$ cat src/rtl/alu_pkg.sv
// Shared definitions for the ALU issue path: opcodes, sequencer states and
// instruction field positions. The ALU bench reuses the opcode constants.
package alu_pkg;

  typedef enum logic [3:0] {
    OP_NOP   = 4'b0000,
    OP_ADD   = 4'b0001,
    OP_SUB   = 4'b0010,
    OP_NOR   = 4'b0011,
    OP_LDI   = 4'b0100,
    OP_RES5  = 4'b0101,
    OP_RES6  = 4'b0110,
    OP_RES7  = 4'b0111,
    OP_RES8  = 4'b1000,
    OP_RES9  = 4'b1001,
    OP_RES10 = 4'b1010,
    OP_SHFR  = 4'b1011,
    OP_SHFL  = 4'b1100,
    OP_RES13 = 4'b1101,
    OP_RES14 = 4'b1110,
    OP_RES15 = 4'b1111
  } opcode_e;

  typedef enum logic [1:0] {
    ST_IDLE = 2'b00,
    ST_READ = 2'b01,
    ST_EXEC = 2'b10,
    ST_WB   = 2'b11
  } state_e;

  localparam int OPC_MSB = 15;
  localparam int OPC_LSB = 12;
  localparam int RD_MSB  = 11;
  localparam int RD_LSB  = 10;
  localparam int RA_MSB  = 9;
  localparam int RA_LSB  = 8;
  localparam int RB_MSB  = 7;
  localparam int RB_LSB  = 6;
  localparam int IMM_MSB = 7;
  localparam int IMM_LSB = 0;

  // True for opcodes whose result comes from the ALU and is written back.
  function automatic logic is_alu_op(input opcode_e op);
    case (op)
      OP_ADD, OP_SUB, OP_NOR, OP_SHFL, OP_SHFR: return 1'b1;
      default:                                  return 1'b0;
    endcase
  endfunction

  // True for opcodes that retire as no-ops and raise illegal.
  function automatic logic is_reserved(input opcode_e op);
    case (op)
      OP_NOP, OP_ADD, OP_SUB, OP_NOR, OP_LDI, OP_SHFL, OP_SHFR: return 1'b0;
      default:                                                  return 1'b1;
    endcase
  endfunction

  // Select value presented to the ALU; LDI and reserved codes show NOP.
  function automatic logic [3:0] alu_sel_for(input opcode_e op);
    if (is_alu_op(op)) begin
      return op;
    end else begin
      return OP_NOP;
    end
  endfunction

endpackage

$ cat src/rtl/alu_issue_unit_if.sv
// Instruction issue handshake between an instruction source and alu_issue_unit.
interface alu_issue_unit_if;

  logic        instr_valid;
  logic        instr_ready;
  logic [15:0] instr;

  modport master (output instr_valid, output instr, input instr_ready);
  modport slave  (input instr_valid, input instr, output instr_ready);

endinterface

$ cat src/rtl/alu_regfile.sv
// Small register file: two operand read ports, one debug read port and one
// synchronous write port; contents cleared asynchronously on reset.
module alu_regfile #(
  parameter int NREG = 4,
  parameter int DW   = 8,
  localparam int AW  = $clog2(NREG)
) (
  input  logic          clk,
  input  logic          rst_n,
  input  logic          we,
  input  logic [AW-1:0] waddr,
  input  logic [DW-1:0] wdata,
  input  logic [AW-1:0] ra_addr,
  input  logic [AW-1:0] rb_addr,
  input  logic [AW-1:0] dbg_addr,
  output logic [DW-1:0] ra_data,
  output logic [DW-1:0] rb_data,
  output logic [DW-1:0] dbg_data
);

  logic [DW-1:0] rf_r [NREG];

  // Storage with async clear and single write port.
  always_ff @(posedge clk or negedge rst_n) begin
    if (!rst_n) begin
      for (int i = 0; i < NREG; i++) begin
        rf_r[i] <= {DW{1'b0}};
      end
    end else if (we) begin
      rf_r[waddr] <= wdata;
    end
  end

  assign ra_data  = rf_r[ra_addr];
  assign rb_data  = rf_r[rb_addr];
  assign dbg_data = rf_r[dbg_addr];

endmodule

$ cat src/rtl/alu_issue_unit.sv
// Single-issue sequencer feeding an external ALU_8bit (IDLE/READ/EXEC/WB).
// Optional retired-instruction counter enabled by ALU_ISSUE_PERF_CNT_EN.
module alu_issue_unit
  import alu_pkg::*;
#(
  parameter int NREG = 4,
  parameter int DW   = 8
) (
  input  logic          clk,
  input  logic          rst_n,
  alu_issue_unit_if.slave issue,
  output logic [3:0]    alu_select,
  output logic [DW-1:0] alu_a_in,
  output logic [DW-1:0] alu_b_in,
  input  logic [DW-1:0] alu_out,
  input  logic          alu_carry_out,
  input  logic          alu_zero_flag,
  output logic          done,
  output logic          illegal,
  output logic [DW-1:0] result,
  output logic          carry_flag,
  output logic          zero_flag,
  input  logic [1:0]    dbg_addr,
  output logic [DW-1:0] dbg_data
`ifdef ALU_ISSUE_PERF_CNT_EN
  ,
  output logic [15:0]   retired
`endif
);

  state_e        state_r, state_s;
  logic [15:0]   instr_r;
  opcode_e       op_s;
  logic [DW-1:0] imm_s;
  logic [DW-1:0] rd_a_s, rd_b_s;
  logic [3:0]    alu_select_r;
  logic [DW-1:0] alu_a_r, alu_b_r;
  logic [DW-1:0] hold_res_r;
  logic          hold_c_r, hold_z_r;
  logic          done_r, illegal_r;
  logic [DW-1:0] result_r;
  logic          carry_r, zero_r;
  logic          we_s;
  logic [DW-1:0] wdata_s;

  assign op_s  = opcode_e'(instr_r[OPC_MSB:OPC_LSB]);
  assign imm_s = instr_r[IMM_MSB:IMM_LSB];

  alu_regfile #(.NREG(NREG), .DW(DW)) u_rf (
    .clk      (clk),
    .rst_n    (rst_n),
    .we       (we_s),
    .waddr    (instr_r[RD_MSB:RD_LSB]),
    .wdata    (wdata_s),
    .ra_addr  (instr_r[RA_MSB:RA_LSB]),
    .rb_addr  (instr_r[RB_MSB:RB_LSB]),
    .dbg_addr (dbg_addr),
    .ra_data  (rd_a_s),
    .rb_data  (rd_b_s),
    .dbg_data (dbg_data)
  );

  // State register.
  always_ff @(posedge clk or negedge rst_n) begin
    if (!rst_n) begin
      state_r <= ST_IDLE;
    end else begin
      state_r <= state_s;
    end
  end

  // Next-state: a fixed four-cycle walk once an instruction is accepted.
  always_comb begin
    state_s = state_r;
    case (state_r)
      ST_IDLE: begin
        if (issue.instr_valid) begin
          state_s = ST_READ;
        end else begin
          state_s = ST_IDLE;
        end
      end
      ST_READ: state_s = ST_EXEC;
      ST_EXEC: state_s = ST_WB;
      ST_WB:   state_s = ST_IDLE;
      default: state_s = ST_IDLE;
    endcase
  end

  // Write-back port: ALU ops write the captured result, LDI writes imm.
  always_comb begin
    we_s    = 1'b0;
    wdata_s = hold_res_r;
    if (state_r == ST_WB) begin
      if (op_s == OP_LDI) begin
        we_s    = 1'b1;
        wdata_s = imm_s;
      end else if (is_alu_op(op_s)) begin
        we_s    = 1'b1;
        wdata_s = hold_res_r;
      end else begin
        we_s    = 1'b0;
        wdata_s = hold_res_r;
      end
    end else begin
      we_s    = 1'b0;
      wdata_s = hold_res_r;
    end
  end

  // Datapath registers: instruction latch, ALU drive, capture and retire state.
  always_ff @(posedge clk or negedge rst_n) begin
    if (!rst_n) begin
      instr_r      <= 16'h0000;
      alu_select_r <= 4'b0000;
      alu_a_r      <= {DW{1'b0}};
      alu_b_r      <= {DW{1'b0}};
      hold_res_r   <= {DW{1'b0}};
      hold_c_r     <= 1'b0;
      hold_z_r     <= 1'b0;
      done_r       <= 1'b0;
      illegal_r    <= 1'b0;
      result_r     <= {DW{1'b0}};
      carry_r      <= 1'b0;
      zero_r       <= 1'b0;
    end else begin
      case (state_r)
        ST_IDLE: begin
          if (issue.instr_valid) begin
            instr_r <= issue.instr;
          end
        end
        ST_READ: begin
          alu_a_r      <= rd_a_s;
          alu_b_r      <= rd_b_s;
          alu_select_r <= alu_sel_for(op_s);
        end
        ST_EXEC: begin
          hold_res_r <= alu_out;
          hold_c_r   <= alu_carry_out;
          hold_z_r   <= alu_zero_flag;
          done_r     <= 1'b1;
          illegal_r  <= is_reserved(op_s);
        end
        ST_WB: begin
          done_r       <= 1'b0;
          illegal_r    <= 1'b0;
          alu_select_r <= OP_NOP;
          if (op_s == OP_LDI) begin
            result_r <= imm_s;
          end else if (is_alu_op(op_s)) begin
            result_r <= hold_res_r;
            carry_r  <= hold_c_r;
            zero_r   <= hold_z_r;
          end
        end
        default: ;
      endcase
    end
  end

`ifdef ALU_ISSUE_PERF_CNT_EN
  logic [15:0] retired_r;

  // Retired-instruction counter; every WB counts, wrapping naturally.
  always_ff @(posedge clk or negedge rst_n) begin
    if (!rst_n) begin
      retired_r <= 16'h0000;
    end else if (state_r == ST_WB) begin
      retired_r <= retired_r + 16'd1;
    end
  end

  assign retired = retired_r;
`endif

  assign issue.instr_ready = (state_r == ST_IDLE);
  assign alu_select        = alu_select_r;
  assign alu_a_in          = alu_a_r;
  assign alu_b_in          = alu_b_r;
  assign done              = done_r;
  assign illegal           = illegal_r;
  assign result            = result_r;
  assign carry_flag        = carry_r;
  assign zero_flag         = zero_r;

endmodule
$ cat src/flat_wrapper.sv
// flat-port wrapper written by rule: the top's interface ports become plain ports
module alu_issue_unit_flat import alu_pkg::*;
#(
  parameter int NREG = 4,
  parameter int DW   = 8
)
  (clk, rst_n, alu_select, alu_a_in, alu_b_in, alu_out, alu_carry_out, alu_zero_flag, done, illegal, result, carry_flag, zero_flag, dbg_addr, dbg_data, issue_instr_valid, issue_instr, issue_instr_ready);
  alu_issue_unit_if issue_i ();
  input  logic clk;
  input  logic rst_n;
  output logic [3:0] alu_select;
  output logic [DW-1:0] alu_a_in;
  output logic [DW-1:0] alu_b_in;
  input  logic [DW-1:0] alu_out;
  input  logic alu_carry_out;
  input  logic alu_zero_flag;
  output logic done;
  output logic illegal;
  output logic [DW-1:0] result;
  output logic carry_flag;
  output logic zero_flag;
  input  logic [1:0] dbg_addr;
  output logic [DW-1:0] dbg_data;
  input wire logic [$bits(issue_i.instr_valid)-1:0] issue_instr_valid;
  input wire logic [$bits(issue_i.instr)-1:0] issue_instr;
  output wire logic [$bits(issue_i.instr_ready)-1:0] issue_instr_ready;
  assign issue_i.instr_valid = issue_instr_valid;
  assign issue_i.instr = issue_instr;
  assign issue_instr_ready = issue_i.instr_ready;
  alu_issue_unit #(.NREG(NREG), .DW(DW)) u_core (.clk(clk), .rst_n(rst_n), .issue(issue_i), .alu_select(alu_select), .alu_a_in(alu_a_in), .alu_b_in(alu_b_in), .alu_out(alu_out), .alu_carry_out(alu_carry_out), .alu_zero_flag(alu_zero_flag), .done(done), .illegal(illegal), .result(result), .carry_flag(carry_flag), .zero_flag(zero_flag), .dbg_addr(dbg_addr), .dbg_data(dbg_data));
endmodule
$ cat config.mk
export PLATFORM = sky130hd
export DESIGN_NAME = alu_issue_unit_flat
export DESIGN_NICKNAME = d
export VERILOG_FILES = /design/src/rtl/alu_pkg.sv /design/src/rtl/alu_issue_unit_if.sv /design/src/rtl/alu_regfile.sv /design/src/rtl/alu_issue_unit.sv /design/src/flat_wrapper.sv
export SDC_FILE = /design/constraint.sdc
export NUM_CORES = 1
export LEC_CHECK = 0
export CORE_ASPECT_RATIO = 1.4
export CORE_MARGIN = 3
export CORE_UTILIZATION = 44
export CTS_BUF_LIST = sky130_fd_sc_hd__clkbuf_8
export CTS_CLUSTER_DIAMETER = 200
export CTS_CLUSTER_SIZE = 20
export DETAILED_ROUTE_END_ITERATION = 8
export PLACE_DENSITY = 0.68
export REMOVE_ABC_BUFFERS = 1
export SLEW_MARGIN = 10
export SYNTH_ARGS = -nofsm -noshare
export SYNTH_HDL_FRONTEND = slang
export SYNTH_SLANG_ARGS = --single-unit
$ cat constraint.sdc
create_clock -name clk -period 6 [get_ports clk]
set_input_delay 1.2 -clock clk [delete_from_list [all_inputs] [get_ports clk]]
set_output_delay 1.2 -clock clk [all_outputs]
set_load 0.01 [all_outputs]
# ---- Word level (Yosys, flattened, before mapping)
# Cells that the tools add are included.
dict set report word_totals {
  mem_bits_rw 0
  register_bits 92
  input_bits 31
  word_cells 77
  rom_bits 0
  out_inout_bits 41
  latch_bits 0
  mem_count 0
}
dict set report classes {
  n_mul 0
  n_div 0
  muxes 30
  addsub 0
  order_cmp 5
  n_reduce_logical 11
  n_bitwise 5
  shifts 0
  eq_ne 9
}
# cell count
set ops {}
lappend ops {{$mux W8} 11}
lappend ops {{$bmux W8 S2} 3}
lappend ops {{$bwmux W32} 1}
lappend ops {{$demux W8 S2} 1}
lappend ops {{$ge A3 B3 Y1 const B} 4}
lappend ops {{$not A2 Y3} 4}
lappend ops {{$mux W1} 9}
lappend ops {{$eq A4 B2 Y1 const B} 2}
lappend ops {{$eq A4 B4 Y1 const B} 2}
lappend ops {{$pmux W2 S4} 1}
lappend ops {{$pmux W4 S2} 1}
lappend ops {{$reduce_or A7 Y1} 1}
lappend ops {{$reduce_bool A2 Y1} 3}
lappend ops {{$reduce_or A5 Y1} 1}
lappend ops {{$eq A2 B2 Y1 const B} 2}
lappend ops {{$eq A4 B1 Y1 const B} 1}
lappend ops {{$eq A4 B3 Y1 const B} 1}
lappend ops {{$logic_not A4 Y1} 1}
lappend ops {{$mux W4} 1}
lappend ops {{$pmux W1 S2} 2}
lappend ops {{$reduce_and A2 Y1} 2}
lappend ops {{$lt A3 B1 Y1 const B} 1}
lappend ops {{$reduce_and A3 Y1} 1}
lappend ops {{$eq A2 B1 Y1 const B} 1}
lappend ops {{other kinds (3)} 3}

# ---- Longest topological paths before layout
dict set report logic_depth {
  word_depth 8
  depth_mapped 6
  mapped_depth_nobuf 5
}

# ---- Cells and area by module
# Synthesis repeated with hierarchy kept, for this count alone.
dict set report hier_totals {
  cells_unflattened 274
  hier_area_um2 4347.9
}
# module cells_per_inst area_each_um2 seq_area_each_um2 instances
set modules_own_cells {}
lappend modules_own_cells {alu_issue_unit 176 2568.7 1501.4 1}
lappend modules_own_cells {alu_regfile 98 1779.2 800.8 1}

# ---- Worst setup path after synthesis
# OpenSTA, ideal clock, no wires.
dict set report synth_path {
  path_type {input to output}
  from {in dbg_addr[0]}
  to {out dbg_data[0]}
  cell_stages 2
  arrival_time_ns 2.215
  setup_slack_ns 2.585
  n_path_buf 1
  required_ns 4.800
  path_cell_list {clkbuf_1 > mux4_2}
}
dict set report synth_via {
  elab_chain_len 4
}
# element line_no
set synth_lines {}
lappend synth_lines {{start: declaration} flat_wrapper.sv:22} ;# input logic [1:0] dbg_addr;
lappend synth_lines {{$not A2 Y3 (not written as such)} alu_regfile.sv:36} ;# assign dbg_data = rf_r[dbg_addr];
lappend synth_lines {{$bmux W8 S2} alu_regfile.sv:36}
lappend synth_lines {{$mux W8 (not written as such) (2 in series)} alu_regfile.sv:36}
lappend synth_lines {{end: declaration} flat_wrapper.sv:23} ;# output logic [DW-1:0] dbg_data;
# No other way between the ends. The select of a mux whose other input is x is not followed.

# ---- Final worst setup path
dict set report layout_path {
  from {in dbg_addr[0]}
  to {out dbg_data[2]}
}
# The elaborated chain is that of the path after synthesis.

==> results.cfg <==
[route]
drtPass1Iterations = 4
drt_iter0_markers = 83
ant_nets = 0
routedWlPerCell_um = 18.93
drt-total-wl_mm = 9.180
drcViolationCount = 0
via_per_inst = 5.381
vias = 2610

[flow_run]
maxCapViolCount = 0

[logic_synthesis]
ys_seq_area_frac = 0.5211
synth_xor_area_frac = 0
syn_area_um2 = 4418
synth_mux_area_frac = 0.3903
synth_top_family_by_area = multiplexers
yosys.area_share.simple = 0.04815
synth_compound_area_frac = 0.01359
synthDistinctLibCells = 32
ys_warn_count = 0
synthCells = 278
synthAdderAreaFrac = 0.01133
synth-seq-cells = 92
postSynthAreaPerCell_um2 = 15.89

[clock_tree]
postCtsHoldBufs = 0
post_cts_buffers = 0
clk-insertion-delay-late_ns = 0.36
cts_resized = 0
cts_root_buf = clkbuf_8
clkSinkCount = 92
clk_pin_slew_ns = 0.08
htreeDepth = 3
cts_buffer_depth = 2
cts_tree = built
cts_buffers = 9

[worst_setup_path]
arrival_ns = 3.16
worstSetupEndpointType = output port
worstRegToRegCells = 4
cp_max_fo = 8
r2r_end = u_core.u_rf.rf_r[11]
critPathKind = in -> out
cp.required_ns = 4.80
startpoint_type = primary input
rr_startpoint = u_core.instr_r[12]
reg2reg_slack_ns = 3.72

[power]
power_leakage_nw = 2.350
combinationalPowerShare = 0.423
p_sw_w = 0.0009354
intPower_w = 0.002013
power_density_nw_per_um2 = 536.9
seq_power_share = 0.405
swShare = 0.3173
peakVddDrop_mv = 0.2903
clockPowerShare = 0.173

[finish]
layout-drive-gt1-share = 0.4164
seq_area_um2 = 2302
final_nets = 383
multi_input_area_um2 = 2047
area_delta_synth_final_pct = 24.30
diodes = 0
final-instance-count-excl-fill = 485
fill_cells = 787

[timing]
fin_crit_ns = 4.356
hold_viol = 0
final.setup.tns_ns = 0
post-route-period-util = 0.7260
final_max_slew_viol_count = 0
fmax_mhz = 229.6
maxSlewHeadroom = 0.2518
rsz0062_at_grt = no
setup_viol = 0
finClkSkew_ns = 0.01347
worstMarginPinSlew_ns = 1.122

[floorplan]
dieArea_um2 = 11300
top_level_ports = 72
std_cell_rows = 42
die_y_um = 124.6
initial_utilization = 0.4594
dieWidth_um = 90.69
core_area_um2 = 9617

[run_status]
status = complete, no violations

[worst_hold_path]
whs_endpoint = u_core.alu_b_in[5]
hold_class = reg -> reg
hold_start = u_core.alu_b_in[5]
min_path_cells = 1

[grt]
grt_pass1_vias = 2851
grt_pass1_wl_mm = 15.13
antenna_found_initial = 0
grt_max_degree = 51
grt_usage = 0.1720
grt_overflow = 0

[placement]
dp_hpwl_mm = 6.418
place_congestion = 0.7655
dpl.cell_count = 469
port_buffers = 71
cells in the mapped netlist (all sizes together):
cell type  count  area (µm²)
a21o           1       7.510
ha             4       50.05
nand2b         3       18.77
or3            1       6.260
o211ai         1       7.510
mux2         100        1164
mux4          24       540.5
nor4b          1       23.77
nor3b          2       26.28
o21ai          3       15.01
inv            3       11.26
nor2b          2       12.51
or2b           1       7.510
nor3           1       16.27
dfrtp         92        2302
or3b           2       17.52
nand2          6       30.03
buf            5       27.52
o211a          1       10.01
nand3          3       15.01
and4b          1       10.01
and2           1       6.260
a21oi          4       20.02
nor2           6       22.52
clkbuf         8       30.03
mux2i          2       20.02
routing by layer:
| layer | GRT usage | share of wire | vias up | wire length (µm) |
|---|---|---|---|---|
| met5 | 0 | 0 | - | 0 |
| met4 | 0.06763 | 0.018 | 0 | 164 |
| met3 | 0.02417 | 0.031 | 14 | 282 |
| met2 | 0.2853 | 0.51 | 58 | 4708 |
| met1 | 0.2279 | 0.44 | 1357 | 4024 |
| li1 | - | - | 1181 | - |
state kept, by name (all words and copies together) (netlist names):
register / cells
u_core.zero_flag: 1
u_core.instr_r: 16
u_core.hold_res_r: 8
u_core.state_r: 2
u_core.hold_c_r: 1
u_core.alu_b_in: 8
u_core.illegal: 1
u_core.hold_z_r: 1
u_core.result: 8
u_core.carry_flag: 1
u_core.alu_a_in: 8
u_core.u_rf.rf_r: 32
u_core.alu_select: 4
u_core.done: 1
through the flow:
| step | instance area [µm²] | hold WS (ns) | worst slack [ns] | utilization | total power, W |
|---|---|---|---|---|---|
| after global placement | 5241 | 0.4866 | 1.599 | 0.5450 | 0.002432 |
| after global routing | 5492 | 0.5256 | 1.523 | 0.5710 | 0.003136 |
| after detailed placement | 5241 | 0.4925 | 1.589 | 0.5450 | 0.002474 |
| final | 5492 | 0.5084 | 1.644 | 0.5710 | 0.002948 |
| after floorplan | 4360 | 0.4766 | 3.094 | - | 0.001968 |
| after CTS | 5492 | 0.5157 | 1.589 | 0.5710 | 0.002986 |
power groups by stage:
stage	clock network, W	registers, W	logic, W
6_report	0.000509	0.00119	0.00125
3_3_place_gp	0	0.00119	0.00124
3_5_place_dp	0	0.00121	0.00127
4_1_cts	0.000520	0.00120	0.00127
5_1_grt	0.000545	0.00125	0.00135
2_1_floorplan	0	0.00116	0.000809
cells by family after synthesis:
kind of cell / count (synthesis)
muxes: 126
AOI/OAI and AO/OA: 10
buffers and inverters: 16
and+or+nand+nor: 30
adders and majority gates: 4
DFF: 92
cell usage in the layout (no fill, tap or decap), types with 2 or more instances in the layout:
cell             synthesis  layout
clkbuf_8                 0      11
mux2i_1                  2       2
nand2_1                  5       5
mux2_2                  90      90
mux4_2                  24      24
buf_4                    0       2
nand2b_1                 3       3
a21oi_1                  4       4
nand3_1                  3       3
ha_1                     4       4
nor2b_1                  2       2
mux2_4                  10      10
clkdlybuf4s50_1          0      70
inv_1                    3       4
dfrtp_1                 92      92
o21ai_0                  3       3
nor2_1                   6       6
bufinv_16                0       3
final cells by class:
| class | instances | area share |
|---|---|---|
| sequential | 92 | 0.4192 |
| multi-input combinational | 170 | 0.3727 |
| timing repair buffer | 72 | 0.1303 |
| tap | 132 | 0.03008 |
| clock buffer | 11 | 0.02757 |
| clock inverter | 5 | 0.01800 |
| inverter | 3 | 0.002051 |
worst max-delay path, stage by stage:
cell	delay, ns
clkdlybuf4s50_1	0.86
mux4_2	0.59
clkdlybuf4s50_1	0.49
how the worst max path moves through the flow:
stage           startpoint  cells after the start  slack, ns     endpoint
6_report       dbg_addr[0]                      3       1.64  dbg_data[2]
5_1_grt        dbg_addr[0]                      3       1.52  dbg_data[2]
4_1_cts        dbg_addr[0]                      3       1.59  dbg_data[2]
3_5_place_dp   dbg_addr[0]                      3       1.59  dbg_data[2]
3_3_place_gp   dbg_addr[0]                      3       1.60  dbg_data[2]
2_1_floorplan  dbg_addr[0]                      1       3.09  dbg_data[0]
(Power assumes the default switching activity.)
